`src/rtl/serial_port_ctrl.sv`:
```
// Frame-level controller for the serial-to-port demux: parses start/port/length/payload
// and produces the per-bit datapath strobes plus frame bookkeeping registers.
//
// state  | meaning
// IDLE   | waiting for a start bit (serIn=0 on a clkEn edge)
// PORT   | shifting PORT_W port-number bits, MSB first
// LEN    | shifting LEN_W length bits, MSB first; loads remaining-bit count
// DATA   | payload bits, one per clkEn, until remain reaches zero
// DONE   | one-clock completion pulse, then back to IDLE
module serial_port_ctrl #(
   parameter int PORT_W = 2,
   parameter int LEN_W  = 4
) (
   input  logic              clk,
   input  logic              rst,
   input  logic              clkEn,
   input  logic              serIn,
   output logic              shEn,
   output logic              shEnD,
   output logic              ldCntD,
   output logic              cntD,
   output logic              serOutValid,
   output logic              Done,
   output logic [PORT_W-1:0] portNum,
   output logic [LEN_W-1:0]  dataLen,
   output logic              busy
);

   localparam int CNT_MAX = (PORT_W > LEN_W) ? PORT_W : LEN_W;
   localparam int CNT_W   = $clog2(CNT_MAX + 1);

   typedef enum logic [2:0] {
      S_IDLE,
      S_PORT,
      S_LEN,
      S_DATA,
      S_DONE
   } state_t;

   state_t              state, state_nxt;
   logic [CNT_W-1:0]    bit_cnt, bit_cnt_nxt;
   logic [LEN_W-1:0]    remain, remain_nxt;
   logic [PORT_W-1:0]   port_nxt, port_shift;
   logic [LEN_W-1:0]    len_nxt, len_shift;

   // Shift-in values; the top bit of the concatenation falls off.
   assign port_shift = PORT_W'({portNum, serIn});
   assign len_shift  = LEN_W'({dataLen, serIn});

   always_ff @(posedge clk) begin
      if (rst) begin
         state   <= S_IDLE;
         bit_cnt <= '0;
         remain  <= '0;
         portNum <= '0;
         dataLen <= '0;
      end else begin
         state   <= state_nxt;
         bit_cnt <= bit_cnt_nxt;
         remain  <= remain_nxt;
         portNum <= port_nxt;
         dataLen <= len_nxt;
      end
   end

   always_comb begin
      state_nxt   = state;
      bit_cnt_nxt = bit_cnt;
      remain_nxt  = remain;
      port_nxt    = portNum;
      len_nxt     = dataLen;
      shEn        = 1'b0;
      shEnD       = 1'b0;
      ldCntD      = 1'b0;
      cntD        = 1'b0;
      serOutValid = 1'b0;
      Done        = 1'b0;
      case (state)
         S_IDLE: begin
            if (clkEn && !serIn) begin
               state_nxt   = S_PORT;
               bit_cnt_nxt = '0;
            end
         end
         S_PORT: begin
            if (clkEn) begin
               shEn        = 1'b1;
               port_nxt    = port_shift;
               bit_cnt_nxt = bit_cnt + CNT_W'(1);
               if (bit_cnt == CNT_W'(PORT_W - 1)) begin
                  state_nxt   = S_LEN;
                  bit_cnt_nxt = '0;
               end
            end
         end
         S_LEN: begin
            if (clkEn) begin
               shEnD       = 1'b1;
               len_nxt     = len_shift;
               bit_cnt_nxt = bit_cnt + CNT_W'(1);
               if (bit_cnt == CNT_W'(LEN_W - 1)) begin
                  // Length decided on the last bit itself so payload starts next tick.
                  ldCntD      = 1'b1;
                  remain_nxt  = len_shift;
                  bit_cnt_nxt = '0;
                  state_nxt   = (len_shift == '0) ? S_DONE : S_DATA;
               end
            end
         end
         S_DATA: begin
            if (clkEn) begin
               serOutValid = 1'b1;
               cntD        = 1'b1;
               remain_nxt  = remain - LEN_W'(1);
               if (remain == LEN_W'(1)) state_nxt = S_DONE;
            end
         end
         S_DONE: begin
            Done      = 1'b1;
            state_nxt = S_IDLE;
         end
         default: state_nxt = S_IDLE;
      endcase
   end

   assign busy = (state != S_IDLE);

endmodule

```
`config.mk`:
```
export PLATFORM = sky130hd
export DESIGN_NAME = serial_port_ctrl
export DESIGN_NICKNAME = d
export VERILOG_FILES = /design/src/rtl/serial_port_ctrl.sv
export SDC_FILE = /design/constraint.sdc
export NUM_CORES = 1
export LEC_CHECK = 0
export CAP_MARGIN = 0
export CORE_MARGIN = 5
export CORE_UTILIZATION = 41
export CTS_BUF_LIST = sky130_fd_sc_hd__clkbuf_16
export DETAILED_ROUTE_END_ITERATION = 7
export PLACE_DENSITY = 0.66
export SLEW_MARGIN = 20
export SYNTH_ARGS = -nofsm -noshare
export SYNTH_HDL_FRONTEND = slang
export SYNTH_SLANG_ARGS = --single-unit
```
`constraint.sdc`:
```
create_clock -name clk -period 1.7 [get_ports clk]
set_input_delay 0.17 -clock clk [delete_from_list [all_inputs] [get_ports clk]]
set_output_delay 0.17 -clock clk [all_outputs]
set_load 0.1 [all_outputs]
```
==> flow_summary.ini, run 1 <==
[sta]
worst_pin_slew_ps = 377
skew_ps = 2.13
finalCritPeriodShare = 0.999
maxSlewViolCount = 0
setup_viol = 0
fmax_mhz = 589
slew_headroom = 0.747
hold_viol = 0
min_period_ps = 1700
rsz0062_at_grt = yes
fin_setup_tns_ps = 0

[clock_network]
cts-root-buf = clkbuf_16
clk_latency_ps = 240
cts_tree = yes
clock_sinks = 16
htree_levels = 1
cts_buffers = 3
clkTransAtPathRegs_ps = 50
cts_buffer_depth = 2
ctsHoldBuffers = 0

[global_route]
antenna_found_initial = 0
grt_pass1_vias = 969
grt_usage = 0.157
grt_pass1_wl_um = 4210
gr-total-overflow = 0
grt_max_degree = 14

[place]
numPortBuffers = 16
gp_congestion = 0.833
post-place-cells = 171
place_hpwl_um = 1820
placed_area_um2 = 1380

[pwr]
cellLeakagePower_uw = 0.000560
power_density_nw_per_um2 = 734
power_uw = 1090
ir_drop_mv = 0.560

[yosys]
ys_seq_elements = 16
synth_top_flop_cell = dfxtp_1
syn_avg_cell_area_um2 = 8.12
synth_nets = 125
synth_edf_count = 0
synth_cell_type_count = 34
synthTopCellsByArea = dfxtp_1, ha_1, nor2_1, a21oi_1, mux2i_1
yosys.area.top_type = dfxtp_1
yosysWarnings = 0
synth_cells = 115
synth_top_cell_area_share = 0.343
async_flop_share = 0
seq_area_frac_synth = 0.343
synth.cell_area_um2 = 933

[route]
initialDrtViolationCount = 14
vias = 932
first_pass_iters = 4
wire_per_inst_um = 13.2
ant_nets = 0
drcViolationCount = 0
via_per_inst = 5.30
routed_wl_um = 2320

[worst_setup_path]
cp_max_fo = 4
max_stage_delay_ps = 370
cp_cell_sequence = ha_4, ha_4, nor2_4, or2_4, nor2_4, buf_12
critical_path_buf_inv_count = 1
critPathTopFamily = simple AND/OR/NAND/NOR gates
cp_slowest_cell = dfxtp_4
worstSetupPathType = flip-flop to primary output
cp-start-kind = flip-flop
cp_data_required_time_ps = 1530
worst_ep_arrival_time_ps = 1530
endpoint_kind = primary output

[floorplan]
die_y_um = 57.7
io_pins = 17
die_area_um2 = 3330
die_x_um = 57.7
core_area_um2 = 2190
start_util = 0.426
row_count = 17

[flow_run]
max_cap_violations = 0

[layout]
post-route-util = 0.678
nFillCells = 179
design_area_um2 = 1490
fin_cells = 176
final_cell_mix = buf_4, dfxtp_1, a21oi_1, nor2_1
drive_above_1_share = 0.358
seqCellArea_um2 = 330
multi_input_area_um2 = 632
diodes = 0
area_growth_pct = 59.1
nets = 160
final_common_cell = buf_4

[worst_hold_path]
min_path_type = flip-flop to flip-flop

[run_status]
status = complete, no violations
-- state kept, by name (all words and copies together), names as in the netlist --
signal,count
dataLen,4
remain,4
bit_cnt,3
state,3
portNum,2
-- worst register-to-register path: cells and delay by family, from the launching register on --
family,cells,cell delay (ps)
and+or+nand+nor,1,460
DFF,1,360
adders and majority gates,2,340
AOI/OAI and AO/OA,2,390
-- synth_stat cells, types with 2 or more instances --
master    count
nor4_1        4
nor3b_1       3
inv_1         5
nand2b_1      3
mux2i_1       4
nand2_1      10
or4b_1        2
ha_1          6
a21oi_1      11
o21ai_0       7
and2_1        2
dfxtp_1      16
buf_2         3
nor2_1       15
o31ai_1       2
nand3b_1      3
or2_2         2
-- cell type report --
class / count / area share
repair buffers: 35 / 0.265
clock buffers: 3 / 0.0505
inverters: 5 / 0.0126
well taps: 28 / 0.0236
flip-flops and latches: 16 / 0.222
multi-input cells: 89 / 0.425
-- metal layers --
layer,GRT usage,part of all wire
met1,0.197,0.46
met2,0.273,0.49
met3,0.0267,0.040
met4,0.0497,0.0052
met5,0,0
-- worst paths after layout --
| check | depth (start not counted) | end | startpoint | slack (ps) |
|---|---|---|---|---|
| max | 6 | cntD | bit_cnt[0] | 2 |
| min | 2 | remain[1] | remain[1] | 500 |
| max reg2reg | 5 | bit_cnt[1] | bit_cnt[0] | 80 |
| min reg2reg | 2 | remain[1] | remain[1] | 500 |
-- where the power goes --
part,internal (uW),switching [uW],total [uW],leakage [uW]
Combinational,109,139,248,0.000392
Sequential,384,17.5,401,0.000132
Clock,308,133,441,0.0000370
-- logic make-up (layout without fill, tap and decap cells) --
group / count (synthesis) / in the layout / share of synthesized area
AOI/OAI and AO/OA: 26 / 26 / 0.169
adders and majority gates: 6 / 6 / 0.0804
buffers and inverters: 10 / 43 / 0.0483
DFF: 16 / 16 / 0.343
muxes: 5 / 5 / 0.0550
and+or+nand+nor: 52 / 52 / 0.304
-- timing repair --
action / in CTS / in global routing
resized for setup: 5 / 1
pin swaps: 4 / 0
setup endpoints to repair: 2 / 6
setup buffers: 1 / 1
-- stage by stage --
step | hold WS (ps) | setup WS (ps)
floorplan | 239 | -187
CTS | 499 | -9.05
finish | 500 | 2.45
global placement | 470 | -52.8
global route | 519 | -44.5
detailed placement | 481 | -101
Note: power is estimated with default switching activity, not from simulation.
==> inputs of run 2 (changes only) <==
--- a/config.mk
+++ b/config.mk
@@ -11,6 +11,7 @@
 export CTS_BUF_LIST = sky130_fd_sc_hd__clkbuf_16
 export DETAILED_ROUTE_END_ITERATION = 7
 export PLACE_DENSITY = 0.66
+export SETUP_SLACK_MARGIN = 0.1
 export SLEW_MARGIN = 20
 export SYNTH_ARGS = -nofsm -noshare
 export SYNTH_HDL_FRONTEND = slang
==> flow_summary.ini, run 2 (synthesis gave the netlist of run 1 again) <==
[layout]
area_growth_pct = 58.4
largestRegisters = dataLen: 4 flops, remain: 4 flops
nets = 161
final_common_cell = buf_4
diodes = 0
drive_above_1_share = 0.389
final_cell_mix = buf_4, a21oi_1, nor2_1
nFillCells = 184
post-route-util = 0.675

[floorplan]
io_pins = 17
start_util = 0.426
die_x_um = 57.7
row_count = 17
die_y_um = 57.7
die_area_um2 = 3330
core_area_um2 = 2190

[place]
gp_congestion = 0.828
place_hpwl_um = 1770
numPortBuffers = 16

[route]
vias = 943
ant_nets = 0
initialDrtViolationCount = 15
drcViolationCount = 0
wire_per_inst_um = 14.2
routed_wl_um = 2510
first_pass_iters = 4
via_per_inst = 5.33

[worst_setup_path]
endpoint_kind = primary output
cp-endpoint = cntD
reg2reg_depth = 6
max_stage_delay_ps = 370
worstSetupPathType = flip-flop to primary output
r2r-start = bit_cnt[1]
reg2reg_to = bit_cnt[1]
worst_ep_arrival_time_ps = 1550
cp_max_fo = 4
cp_slowest_cell = dfxtp_4
cp_data_required_time_ps = 1530
cp-start-kind = flip-flop
critical_path.startpoint = bit_cnt[0]
ff2ff_setup_slack_ps = 20
cp_cell_sequence = ha_4, ha_4, nor2_4, or2_4, nor2_4, buf_12

[global_route]
grt_usage = 0.166
grt_pass1_wl_um = 4360
gr-total-overflow = 0
grt_max_degree = 14
antenna_found_initial = 0
grt_pass1_vias = 1014

[run_status]
status = complete, but fails checks
violations = negative setup slack

[clock_network]
clkTransAtPathRegs_ps = 50
ctsHoldBuffers = 0
cts-root-buf = clkbuf_16
clock_sinks = 16
cts_tree = yes
clk_latency_ps = 240
cts_buffers = 3
htree_levels = 1
cts_buffer_depth = 2

[sta]
rsz0062_at_grt = yes
skew_ps = 0.912
fmax_mhz = 583
worst_pin_slew_ps = 305
maxSlewViolCount = 0
slew_headroom = 0.795
timing.final.ws_setup_ps = -15.6
finalCritPeriodShare = 1.01
fin_setup_tns_ps = -28.9
hold_viol = 0
setup_viol = 2
min_period_ps = 1720

[worst_hold_path]
min_path_type = flip-flop to flip-flop

[pwr]
cellLeakagePower_uw = 0.000564
power_density_nw_per_um2 = 744
ir_drop_mv = 0.538
power_uw = 1100

[flow_run]
max_cap_violations = 0
==> run 2: worst min path at each step <==
stage / slack, ps / endpoint / cells past startpoint / from
after floorplan: 230 / dataLen[0] / 1 / rst
after global placement: 470 / bit_cnt[1] / 2 / bit_cnt[1]
after detailed placement: 470 / bit_cnt[1] / 2 / bit_cnt[1]
after CTS: 480 / dataLen[1] / 2 / dataLen[0]
after global routing: 510 / dataLen[1] / 2 / dataLen[0]
final: 480 / dataLen[1] / 2 / dataLen[0]
==> run 2: layout make-up <==
cell class | count | area (um2) | share of cell area
Multi-Input combinational cell | 89 | 639 | 0.432
Timing Repair Buffer | 36 | 377 | 0.255
Sequential cell | 16 | 334 | 0.226
Clock buffer | 3 | 75.1 | 0.0508
Tap cell | 28 | 35.0 | 0.0237
Inverter | 5 | 18.8 | 0.0127
==> run 2: worst max-delay path: cells and delay by family (launching register included) <==
kind	cells	cell delay, ps
adder cells (fa/ha/maj)	2	290
buffers and inverters	1	190
flip-flops	1	370
AND/OR/NAND/NOR	3	450
==> run 2: per-layer routing <==
metal  wire length [um]  track usage  share of wire  vias to the layer above
met1               1120        0.192           0.45                      448
met3                 78       0.0223          0.031                        5
met2               1270        0.297           0.51                       17
met4                 41       0.0795          0.016                        0
met5                  0            0              0                        -
li1                   -            -              -                      473
==> run 2: repair_timing <==
action                                  in CTS  in global routing
resized for setup                            6                  3
buffers inserted                             2                  1
pin swaps                                    4                  3
endpoints found under the setup margin       6                  7
==> run 2: per-stage QoR <==
stage	area, um2	hold WS, ps	worst slack, ps	instances
after detailed placement	1360	475	-82.6	171
after floorplan	1010	232	-187	115
final	1480	480	-15.6	177
after global routing	1480	506	-78.0	177
after global placement	1360	470	-58.3	171
after CTS	1460	482	-21.1	176
==> run 2: report_power, final <==
group          internal, uW  leakage [uW]  total [uW]  switching, uW
Clock                   308     0.0000370         446            138
Combinational           111      0.000394         256            146
Sequential              384      0.000133         398           14.6
==> inputs of run 3 (changes only) <==
--- a/config.mk
+++ b/config.mk
@@ -12,7 +12,7 @@
 export DETAILED_ROUTE_END_ITERATION = 7
 export PLACE_DENSITY = 0.66
 export SETUP_SLACK_MARGIN = 0.1
-export SLEW_MARGIN = 20
 export SYNTH_ARGS = -nofsm -noshare
 export SYNTH_HDL_FRONTEND = slang
 export SYNTH_SLANG_ARGS = --single-unit
+export TNS_END_PERCENT = 100
==> results of run 3 <==
Same layout as run 2: the final DEF is identical, and so are final timing and power.
